### src/rtl/branch_fetch_unit.sv
// Branch/fetch unit: holds the fetch PC, the registered {N,Z,V,C} flags and a
// retired-instruction counter, and resolves B, B.LT and CBZ redirects.
//
// Handshake: there is no valid/ready pair on this block. An instruction advances
// the PC, flags and retired counter only on an edge where instr_valid=1 and
// stall=0. The upstream logic must hold its inputs stable while stall is high.
module branch_fetch_unit #(
   parameter logic [63:0] RESET_PC = 64'h0
) (
   input  logic        clk,
   input  logic        reset,
   input  logic        stall,
   input  logic        brtaken,
   input  logic        uncondbr,
   input  logic        isltnotcbz,
   input  logic        setflag,
   input  logic        alu_neg,
   input  logic        alu_zero,
   input  logic        alu_ovf,
   input  logic        alu_carry,
   input  logic        rt_zero,
   input  logic [18:0] cond_addr19,
   input  logic [25:0] br_addr26,
   output logic [63:0] pc,
   output logic [3:0]  flags,
   output logic        redirect,
   output logic        instr_valid,
   output logic [31:0] retired
);

   // BOOT covers the single bubble cycle after reset; RUN is steady state.
   typedef enum logic {
      BOOT = 1'b0,
      RUN  = 1'b1
   } state_t;

   state_t      state_q, state_d;
   logic [63:0] pc_q, pc_d;
   logic [3:0]  flags_q, flags_d;
   logic [31:0] retired_q, retired_d;

   logic [63:0] offset_ext;
   logic [63:0] target;
   logic        taken;
   logic        run;
   logic        advance;

   assign run     = (state_q == RUN);
   assign advance = run && !stall;

   // Select and sign-extend the word offset, then form the byte target.
   always_comb begin
      offset_ext = 64'h0;
      if (uncondbr) begin
         offset_ext = {{38{br_addr26[25]}}, br_addr26};
      end else begin
         offset_ext = {{45{cond_addr19[18]}}, cond_addr19};
      end
      target = pc_q + {offset_ext[61:0], 2'b00};
   end

   // Branch decision; B.LT uses the flags registered before this edge, and
   // inputs irrelevant to the decoded class are never looked at.
   always_comb begin
      taken = 1'b0;
      if (brtaken) begin
         if (uncondbr) begin
            taken = 1'b1;
         end else if (isltnotcbz) begin
            taken = flags_q[3] ^ flags_q[1];
         end else begin
            taken = rt_zero;
         end
      end
   end

   // Next-state values for the architectural registers.
   always_comb begin
      pc_d      = pc_q;
      flags_d   = flags_q;
      retired_d = retired_q;
      state_d   = state_q;
      case (state_q)
         BOOT:    state_d = RUN;
         RUN:     state_d = RUN;
         default: state_d = BOOT;
      endcase
      if (advance) begin
         pc_d      = taken ? target : (pc_q + 64'd4);
         retired_d = retired_q + 32'd1;
         if (setflag) begin
            flags_d = {alu_neg, alu_zero, alu_ovf, alu_carry};
         end
      end
   end

   // State register with synchronous reset taking priority over any redirect.
   always_ff @(posedge clk) begin
      if (reset) begin
         state_q   <= BOOT;
         pc_q      <= RESET_PC;
         flags_q   <= 4'b0000;
         retired_q <= 32'd0;
      end else begin
         state_q   <= state_d;
         pc_q      <= pc_d;
         flags_q   <= flags_d;
         retired_q <= retired_d;
      end
   end

   assign pc          = pc_q;
   assign flags       = flags_q;
   assign retired     = retired_q;
   assign instr_valid = run;
   assign redirect    = taken && run && !stall;

endmodule

### config.mk
export PLATFORM = sky130hd
export DESIGN_NAME = branch_fetch_unit
export DESIGN_NICKNAME = d
export VERILOG_FILES = /design/src/rtl/branch_fetch_unit.sv
export SDC_FILE = /design/constraint.sdc
export NUM_CORES = 1
export LEC_CHECK = 0
export CAP_MARGIN = 20
export CORE_ASPECT_RATIO = 1.25
export CORE_MARGIN = 4
export CORE_UTILIZATION = 53
export DETAILED_ROUTE_END_ITERATION = 8
export GPL_TIMING_DRIVEN = 0
export PLACE_DENSITY = 0.83
export SYNTH_ARGS = -nofsm -noshare
export SYNTH_HDL_FRONTEND = slang
export SYNTH_SLANG_ARGS = --single-unit
### constraint.sdc
create_clock -name clk -period 6 [get_ports clk]
set_clock_uncertainty 0.1 [all_clocks]
set_input_delay 0.6 -clock clk [delete_from_list [all_inputs] [get_ports clk]]
set_output_delay 0.6 -clock clk [all_outputs]
set_load 0.01 [all_outputs]
After elaboration in Yosys (flattened, before gate mapping)
Cells that the tools add are included.

operators by class
  add/sub/neg operators = 3
  $mul = 0
  div/mod/pow operators = 0
  magnitude comparators = 0
  eq/ne operators = 0
  shift-type cells = 0
  multiplexer cells = 6
  bitwise operators = 1
  reductions and logical operators = 5

operator list
  cell                     count
  $add A64 B3 Y64 const B  1
  $add A64 B64 Y64         1
  $mux W64                 1
  $mux W62                 1
  $add A32 B1 Y32 const B  1
  $mux W1                  4
  $logic_and A1 B1 Y1      3
  $reduce_and A2 Y1        1
  $logic_not A1 Y1         1
  $xor A1 B1 Y1            1

word-level totals
  flip-flop bits (word level) = 101
  bits in latches = 0
  bits in writable memories = 0
  ROM bits = 0
  bits of input ports = 57
  output and inout bits = 102
  logic and storage cells = 19
  memories = 0

Depth between registers and ports, before layout
Gate-level depths: netlist of the first run.

  depth in word-level cells = 6
  gate-level depth with buffers = 18
  gate-level depth less buffers = 18

Worst setup path before layout of the first run
Ideal clock, no wire load.

  path type = input port to flip-flop
  start = input port uncondbr
  end = register pc_q[63], in the netlist pc[63]
  setup time = 0.123 ns
  arrival = 5.309 ns
  data required time = 5.777 ns
  slack = 0.467 ns
  stages = 15
  buffers on the path = 1
  path through = clkbuf_1 > o21ai_1 > a21oi_1 > ha_1 > a21oi_1 > o21bai_1 > a21o_1 > a211o_1 > a22oi_1 > o21ai_2 > o21ai_2 > o21ba_2 > o21ai_1 > mux2i_1 > mux2_1

between the ends
  longest elaborated chain between the ends = 3
  elaborated cells between the ends (all ways) = 5
  classes of those cells = add/sub (1); mux (4)

RTL lines
  what                                         line    text
  start: declaration                           14      input logic uncondbr,
  $mux W62 or $mux W1 (tied branches)          54, 67
  $add A64 B64 Y64 or $mux W1 (tied branches)  59, 66
  $mux W64 (*)                                 89      pc_d = taken ? target : (pc_q + 64'd4);
  end signal: assignment                       106     pc_q <= pc_d;
  end: declaration                             38      logic [63:0] pc_q, pc_d;

Every way passes the cells marked *; elsewhere a longest branch is shown, timed or not.
A chain may end at the register's enable or synchronous reset.

Final worst setup path of the first run
  start = input port uncondbr
  end = register pc_q[52], in the netlist pc[52]

Same word-level chain as after synthesis.

==> results list, run 1 <==
- Initial DRT Pass Iterations: 5
- Peak ir drop on the vdd network: 0.134 mV
- CTS Buffer Depth: 2
- Endpoint kind of the worst setup timing path: flip-flop
- Data arrives at the worst endpoint at 5650 ps.
* Combined global-route utilization of all metal layers: 0.279
* Cell chain of the critical path: clkdlybuf4s50_1 > clkbuf_1 > buf_1 > mux2i_1 > nor2_1 > ha_1 > clkbuf_1 > a21o_1 > a31oi_1 > o221ai_1 > a211oi_1 > a211oi_1 > o21ai_1 > a21oi_1 > a21oi_1 > xnor2_1 > nand2_1 > a21oi_1
* Global-route wire length before repair: 37200 um
- In this run the post-CTS setup repair buffer count came out at 0.
- Leaving out fill and tap cells, the most frequent cells in the layout are sky130_fd_sc_hd__nand2_1, sky130_fd_sc_hd__clkdlybuf4s50_1, sky130_fd_sc_hd__a21oi_1.
- Residual DRC: 0
- Max-cap check violation count: 0
- CTS Sinks: just under 100
- TritonCTS built the clock tree.
* Area after detailed placement: ~9400 sq um
* Maximum number of pins on one net before global-route repair: 22
- Synthesis inferred 99 register bits.
- Summed over all layers, the global routing overflow is 0.
- Clock latency at the later pin of the worst-skew pair: 370 ps
- Clock-pin slew was measured on the worst setup and hold paths at 80 ps.
* Biggest area consumer among synthesized cells: sky130_fd_sc_hd__dfxtp_1
- Required @ worst endpoint: 6200 ps
* Worst setup slack before clock tree synthesis: 62.1 ps
- After the first detailed-routing iteration, the DRC count stood at 430.
- The number of antenna diodes in the final layout is 0.
* Crit Path Category: input port to flip-flop
- Averaged over all synthesized cells, the footprint is 7.45 sq um.
* Routed len/inst: 16.9 um
* Floorplan die width: 115 um
- After floorplanning, the core was divided into 48 placement rows.
* Synth warn: 0
- Worst Hold Launch: flags[0]$_SDFFE_PP0P_
- The analysis attributes to cell leakage a power of ~4.0 nW.
* Fraction of final layout cells with drive strength greater than 1: 0.0319
- Area of the die: about 16000 sq um
* Count of input and output buffers: ~160
- In this run the tightest slew margin relative to its limit is 0.464.
- Critical path buffers and inverters: 4
- Portion of the clock cycle consumed by the worst path in the final layout: 0.908
- The initial utilization of the core area, before any placement, comes to 0.545.
- The root buffer cell chosen for the clock tree is sky130_fd_sc_hd__clkbuf_16.
* Biggest area contributors in the synthesized netlist: sky130_fd_sc_hd__dfxtp_1, sky130_fd_sc_hd__ha_1, sky130_fd_sc_hd__a21oi_1
- The most used flip-flop cell after synthesis is sky130_fd_sc_hd__dfxtp_1.
- Setup slack on the critical path of the routed design comes to 552 ps.
* Netlist area before placement: 7560 sq um
* Last weighted congestion value of the routability-driven placer: 0.981
- Number of failing hold endpoints at the final stage: 0
* Share of the synthesized area in the top cell type: 0.262
- Fillcell total: 1203
* Initial antenna violation count: 0
- Reg-to-reg startpoint: flags[3]$_SDFFE_PP0P_
- Worst setup SP type: input port
- The routed design has 23100 um of wire.
- Shortest clock period the worst path allows after layout: approximately 5400 ps
- The flow ran to the end, and the final reports show no timing, DRC or antenna violations.
- The largest individual stage delay along the critical path comes from the cell sky130_fd_sc_hd__buf_1.
* Number of enable-type register cells in the synthesized netlist: 0
* Count of pins on the block boundary: 159
* Leading cell type in the layout, fill and taps excluded: sky130_fd_sc_hd__nand2_1
- In this design, the critical path's most frequently occurring cell is sky130_fd_sc_hd__a21oi_1.
- In this run the number of H-tree levels came out at 3.
- Worst setup path startpoint: uncondbr
* Routed via count: about 8000
- Total CTS buffers: 9
* Total power density per cell area: approximately 170 nW/um^2
- The via count of the first global-routing pass is 7668.
* Post-route standard cell area excluding fillers: 9700 sq um
* Final sum of negative setup slack: 0 ps
- Post-DR vias/cell: slightly below 6
* Count of final max-slew check failures: 0
* Total half-perimeter wirelength after legalization and detailed placement: between 15000 and 20000 um
- Gate family responsible for the most delay along the worst path: compound AO/OA/AOI/OAI gates
* Final number of setup-violating endpoints: 0
- Number of nets at the end of the flow: 1305
- In this run the worst path has a maximum fanout of 10.
* Total Power Consumption: 1.69 mW
* Instance count of the mapped netlist: ~1000
- Number of routed nets with antenna violations: 0
- Of the synthesized area, sequential elements account for 0.262.
- Timing would allow up to roughly 180 MHz.
- In this design, the stage delay of the slowest critical-path cell is between 600 and 700 ps.
* Slew of the pin with the lowest slew margin: 804 ps
* Die H: 142 um
- Tightest Hold Check Type: flip-flop to flip-flop
* Setup repair after global routing missed its margin: false
- Signed area change from the synthesized netlist to the final layout: 28.3%
* Placeable core area: 13900 sq um
* Post-synthesis cell type count: 64
- FFs w/ async S/R, synth: 0
[repair_timing]
action,CTS,global route
hold endpoints to repair,0,0
setup endpoints to repair,0,1
hold buffers,0,0
resized for setup,0,1
[registers in the layout (all words and copies together) (netlist names)]
| name | cells |
|---|---|
| pc | 62 |
| instr_valid | 1 |
| retired | 32 |
| flags | 4 |
[Yosys cell counts (11+ instances only)]
cell                         n
sky130_fd_sc_hd__a211oi_1   11
sky130_fd_sc_hd__a21o_1     43
sky130_fd_sc_hd__a21oi_1   136
sky130_fd_sc_hd__and3_1     14
sky130_fd_sc_hd__clkbuf_1   44
sky130_fd_sc_hd__dfxtp_1    99
sky130_fd_sc_hd__ha_1       62
sky130_fd_sc_hd__inv_1      23
sky130_fd_sc_hd__mux2i_1    18
sky130_fd_sc_hd__nand2_1   161
sky130_fd_sc_hd__nand3_1    25
sky130_fd_sc_hd__nand4_1    34
sky130_fd_sc_hd__nor2_1     85
sky130_fd_sc_hd__o21ai_0    25
sky130_fd_sc_hd__o21ai_1    13
sky130_fd_sc_hd__o21bai_1   14
sky130_fd_sc_hd__xnor2_1    44
sky130_fd_sc_hd__xor2_1     33
[final timing paths]
kind	slack [ps]	to	cells past startpoint
worst max-delay path	550	pc[52]$_SDFFE_PP0P_	18
worst min-delay path	350	flags[0]$_SDFFE_PP0P_	2
worst max register to register	1090	pc[52]$_SDFFE_PP0P_	17
worst min register to register	350	flags[0]$_SDFFE_PP0P_	2
[area by class of cell]
class                   count  area (sq um)  area share
plain buffers              60           248      0.0255
flip-flops and latches     99          1980       0.204
multi-input cells         835          5270       0.543
well taps                 175           219      0.0226
inverters                  23          86.3     0.00890
repair buffers            157          1590       0.164
clock inverters             7          87.6     0.00903
clock buffers               9           225      0.0232
[power by group]
group          switching [mW]  leakage [nW]  internal (mW)
clock                   0.303         0.155          0.336
combinational           0.205          3.06          0.155
sequential             0.0171         0.802          0.675
total                   0.525          4.02           1.17
[layer usage]
| layer | GRT usage | share of wire |
|---|---|---|
| met4 | 0.106 | 0.027 |
| met1 | 0.325 | 0.41 |
| met3 | 0.0563 | 0.064 |
| met2 | 0.498 | 0.50 |
| met5 | 0 | 0 |
[cells by family (layout without fill, tap and decap cells)]
group | Yosys count | after routing | synth area share
fa+ha+maj | 63 | 63 | 0.105
compound gates | 307 | 307 | 0.254
other cells | 1 | 2 | 0.000496
flops | 99 | 99 | 0.262
simple gates | 367 | 367 | 0.219
xor+xnor | 77 | 77 | 0.0892
mux | 19 | 19 | 0.0253
buf+inv | 83 | 256 | 0.0442
[worst min-delay path, cell delays in order, from the launching register on]
cell and delay, ps:
sky130_fd_sc_hd__dfxtp_1 310, sky130_fd_sc_hd__nand2_1 50, sky130_fd_sc_hd__a21oi_1 50
[metrics by stage]
| step | std cells | utilization | hold slack (ps) |
|---|---|---|---|
| final | 1365 | 0.699 | 354 |
| after detailed placement | 1349 | 0.677 | 346 |
| after global routing | 1365 | 0.699 | 389 |
| after global placement | 1348 | 0.674 | 344 |
| after floorplan | 1017 | - | 381 |
| after CTS | 1365 | 0.699 | 356 |
Power figures use the tool's default switching activity.
==> inputs of run 2 (changes only) <==
--- a/config.mk
+++ b/config.mk
@@ -9,9 +9,11 @@
 export CORE_ASPECT_RATIO = 1.25
 export CORE_MARGIN = 4
 export CORE_UTILIZATION = 53
+export CTS_CLUSTER_SIZE = 16
 export DETAILED_ROUTE_END_ITERATION = 8
 export GPL_TIMING_DRIVEN = 0
 export PLACE_DENSITY = 0.83
+export SKIP_LAST_GASP = 1
 export SYNTH_ARGS = -nofsm -noshare
 export SYNTH_HDL_FRONTEND = slang
 export SYNTH_SLANG_ARGS = --single-unit
==> results of run 2 <==
No change in the layout: final DEF, timing and power equal those of run 1.
==> inputs of run 3 (changes only) <==
--- a/config.mk
+++ b/config.mk
@@ -8,11 +8,11 @@
 export CAP_MARGIN = 20
 export CORE_ASPECT_RATIO = 1.25
 export CORE_MARGIN = 4
-export CORE_UTILIZATION = 53
+export CORE_UTILIZATION = 50
 export CTS_CLUSTER_SIZE = 16
 export DETAILED_ROUTE_END_ITERATION = 8
 export GPL_TIMING_DRIVEN = 0
-export PLACE_DENSITY = 0.83
+export PLACE_DENSITY_LB_ADDON = 0.3
 export SKIP_LAST_GASP = 1
 export SYNTH_ARGS = -nofsm -noshare
 export SYNTH_HDL_FRONTEND = slang
==> run 3 against run 2 <==
Against the previous run:
- clock power about the same
- sequential share of layout area about the same
- die area up 5.6%
- worst setup slack worse by 99 ps
- largest power group unchanged
- largest cell class unchanged
- critical endpoint unchanged
==> results list, run 3 (synthesis results as in run 1) <==
- Cell with the biggest individual delay on the critical path: sky130_fd_sc_hd__buf_1
- The endpoint identified for the worst register-to-register timing path is pc[52]$_SDFFE_PP0P_.
- Global-route wire length before repair: 36800 um (-1.1%)
* Last weighted congestion value of the routability-driven placer: 0.980 (-0.13%)
- Reg-to-reg startpoint: flags[3]$_SDFFE_PP0P_
- The H-tree depth came to 3 (unchanged).
- Total half-perimeter wirelength after legalization and detailed placement: 17200 um (-3.0%)
- The maximum ir drop on the vdd rail came to 0.155 mV (+16%).
- GRT met3 Usage: 0.0610 (+0.00473)
* Number of routed nets with antenna violations: 0 (unchanged)
- Fraction of final layout cells with drive strength greater than 1: 0.0319 (unchanged)
- In this run the most critical hold path is launched from flags[2]$_SDFFE_PP0P_.
- Maximum number of pins on one net before global-route repair: 27 (+23%)
- The clock-pin slew of the registers on the worst-case setup and hold paths came to 80 ps (about the same).
* Diode count: 0 (unchanged)
* M1 GR Usage: 0.304 (-0.0215)
* Row count: 50 (+4.2%)
- Worst setup SP type: input port
- Post-DR vias/cell: 5.76 (-1.7%)
- The worst hold path belongs to the class flip-flop to flip-flop.
- The width of the die was 118 um (+2.8%).
- Number of global-route vias before repair: 7577 (-1.2%)
- Number of flip-flops under the largest register name: 62 (unchanged)
- The number of cell instances on the worst register-to-register path was 17 (unchanged).
* Maximum clock frequency: 180 MHz (-1.8%)
* Required @ worst endpoint: 6190 ps (about the same)
* Signed area change from the synthesized netlist to the final layout: 28.6%
- Root Driver: sky130_fd_sc_hd__clkbuf_16
* Initial antenna violation count: 0 (unchanged)
* Placeable core area: 14900 sq um (+7.3%)
- Count of final max-slew check failures: 0 (unchanged)
- The final setup slack of the worst path is 453 ps (-99.1 ps).
- Traced cell by cell, the critical path runs through clkdlybuf4s50_1 > clkbuf_1 > buf_1 > mux2i_1 > nor2_1 > ha_1 > clkbuf_1 > a21o_1 > a31oi_1 > o221ai_1 > a211oi_1 > a211oi_1 > o21ai_1 > a21oi_1 > a21oi_1 > xnor2_1 > nand2_1 > a21oi_1.
- The DRC violation count after routing is 0 (unchanged).
* Static leakage power: 4.02 nW (about the same)
- Combined area of the multi-input logic cells: 5270 sq um (unchanged)
- The worst hold path stage count was 2 (unchanged).
* Drt total wl: 22400 um (-3.0%)
* Arrival time of the worst setup path: 5740 ps (+90 ps)
* Initial Utilization: 0.508 (-0.0372)
- The number of optimization iterations in the first detailed-route pass was 6 (+1).
- The library cells used most frequently in the layout, excluding fill and tap cells, are sky130_fd_sc_hd__nand2_1, sky130_fd_sc_hd__clkdlybuf4s50_1, sky130_fd_sc_hd__a21oi_1.
- Total Power Consumption: 1.69 mW (about the same)
- By instance count, the cell type seen most on the critical path is sky130_fd_sc_hd__a21oi_1.
- Total CTS buffers: 9 (unchanged)
- The count of port buffers added during placement is 156 (unchanged).
- The worst hold margin came to 358 ps (+4.64 ps).
- The pre-CTS setup slack was -1.10 ps (-63.2 ps).
* CTS Buffer Depth: 2 (unchanged)
- Starting DRC count in detailed routing: 517 (+20%)
* Worst hold endpoint: flags[2]$_SDFFE_PP0P_
* Post-route standard cell area excluding fillers: 9730 sq um (+0.22%)
* Endpoint kind of the worst setup timing path: flip-flop
- The slew of the pin with the lowest slew margin came to 739 ps (-65.1 ps).
- The sequential cell area was 1980 sq um (unchanged).
- Count of pins on the block boundary: 159 (unchanged)
- The largest driver fanout on the critical path came to 10 (unchanged).
- Area after detailed placement: 9400 sq um (about the same)
* Routed len/inst: 16.3 um (-3.5%)
- The total power divided by cell area is 174 nW/um^2 (-0.25%).
- The number of max-capacitance violations reported came to 0 (unchanged).
- Setup repair after global routing left no endpoint under its margin.
* Clock latency at the later pin of the worst-skew pair: 360 ps (about the same)
- Routed via count: 7903 (-1.2%)
* Crit Path Category: input port to flip-flop
- CTS Sinks: 99 (unchanged)
- Outcome: completed
- The setup total negative slack is 0 ps (unchanged).
- Fillcell total: 1357 (+13%)
- The setup slack of the worst register-to-register path was 950 ps (-140 ps).
- Slowest Stage Delay on Critical Path: 630 ps (about the same)
- M2 GR Usage: 0.451 (-0.0469)
- The y dimension of the die was 146 um (+2.8%).
- CTS tree: yes
* Remaining global-route overflow: 0 (unchanged)
- Number of failing hold endpoints at the final stage: 0 (unchanged)
- Combined global-route utilization of all metal layers: 0.255 (-0.0240)
* Leading cell type in the layout, fill and taps excluded: sky130_fd_sc_hd__nand2_1
- GR peak layer: met2
* Area of the die: 17200 sq um (+5.6%)
- The final critical delay including setup and external delays is 5550 ps (+99.1 ps).
* Portion of the clock cycle consumed by the worst path in the final layout: 0.925 (+0.0165)
* Total setup buffers inserted after CTS: 0 (unchanged)
- Number of nets at the end of the flow: 1305 (unchanged)
* Slew margin rel.: 0.507 (+0.0434)
- Final number of setup-violating endpoints: 0 (unchanged)
[run 3: worst max-delay path: cells and delay by family]
| kind | cells | cell delay [ps] |
|---|---|---|
| xor gates and xnor gates | 1 | 190 |
| and+or+nand+nor | 2 | 130 |
| muxes | 1 | 260 |
| AOI/OAI and AO/OA | 9 | 2460 |
| buffers and inverters | 4 | 1810 |
| adders and majority gates | 1 | 280 |
[run 3: per-layer routing]
layer,share of wire,vias to the layer above
met1,0.41,3646
met2,0.50,245
met3,0.063,48
met4,0.024,0
li1,-,3964
met5,0,-
[run 3: metrics by stage]
step / utilization / cells
after global routing: 0.653 / 1372
after CTS: 0.653 / 1372
after global placement: 0.628 / 1355
after detailed placement: 0.631 / 1356
after floorplan: - / 1017
final: 0.653 / 1372
[run 3: worst max-delay path by stage]
stage,from,endpoint,slack (ps),cells past startpoint
after floorplan,uncondbr,pc[63]$_SDFFE_PP0P_,470,15
after global placement,uncondbr,pc[63]$_SDFFE_PP0P_,-1830,16
after detailed placement,uncondbr,pc[52]$_SDFFE_PP0P_,-1,17
after CTS,uncondbr,pc[52]$_SDFFE_PP0P_,330,17
after global routing,uncondbr,pc[52]$_SDFFE_PP0P_,140,18
final,uncondbr,pc[52]$_SDFFE_PP0P_,450,18
[run 3: power breakdown]
part	internal, mW	leakage [nW]	switching, mW
Clock	0.339	0.158	0.303
Sequential	0.675	0.802	0.0170
Combinational	0.155	3.06	0.202
[run 3: area by class of cell]
class,count,area share
multi-input cells,835,0.542
flip-flops and latches,99,0.204
repair buffers,157,0.163
plain buffers,60,0.0255
well taps,182,0.0234
clock buffers,9,0.0232
clock inverters,7,0.0103
inverters,23,0.00888
[run 3: what timing repair did]
| item | CTS | global route |
|---|---|---|
| hold buffers | 0 | 0 |
| endpoints found under the hold margin | 0 | 0 |
| endpoints found under the setup margin | 0 | 1 |
| gates resized for setup | 0 | 1 |
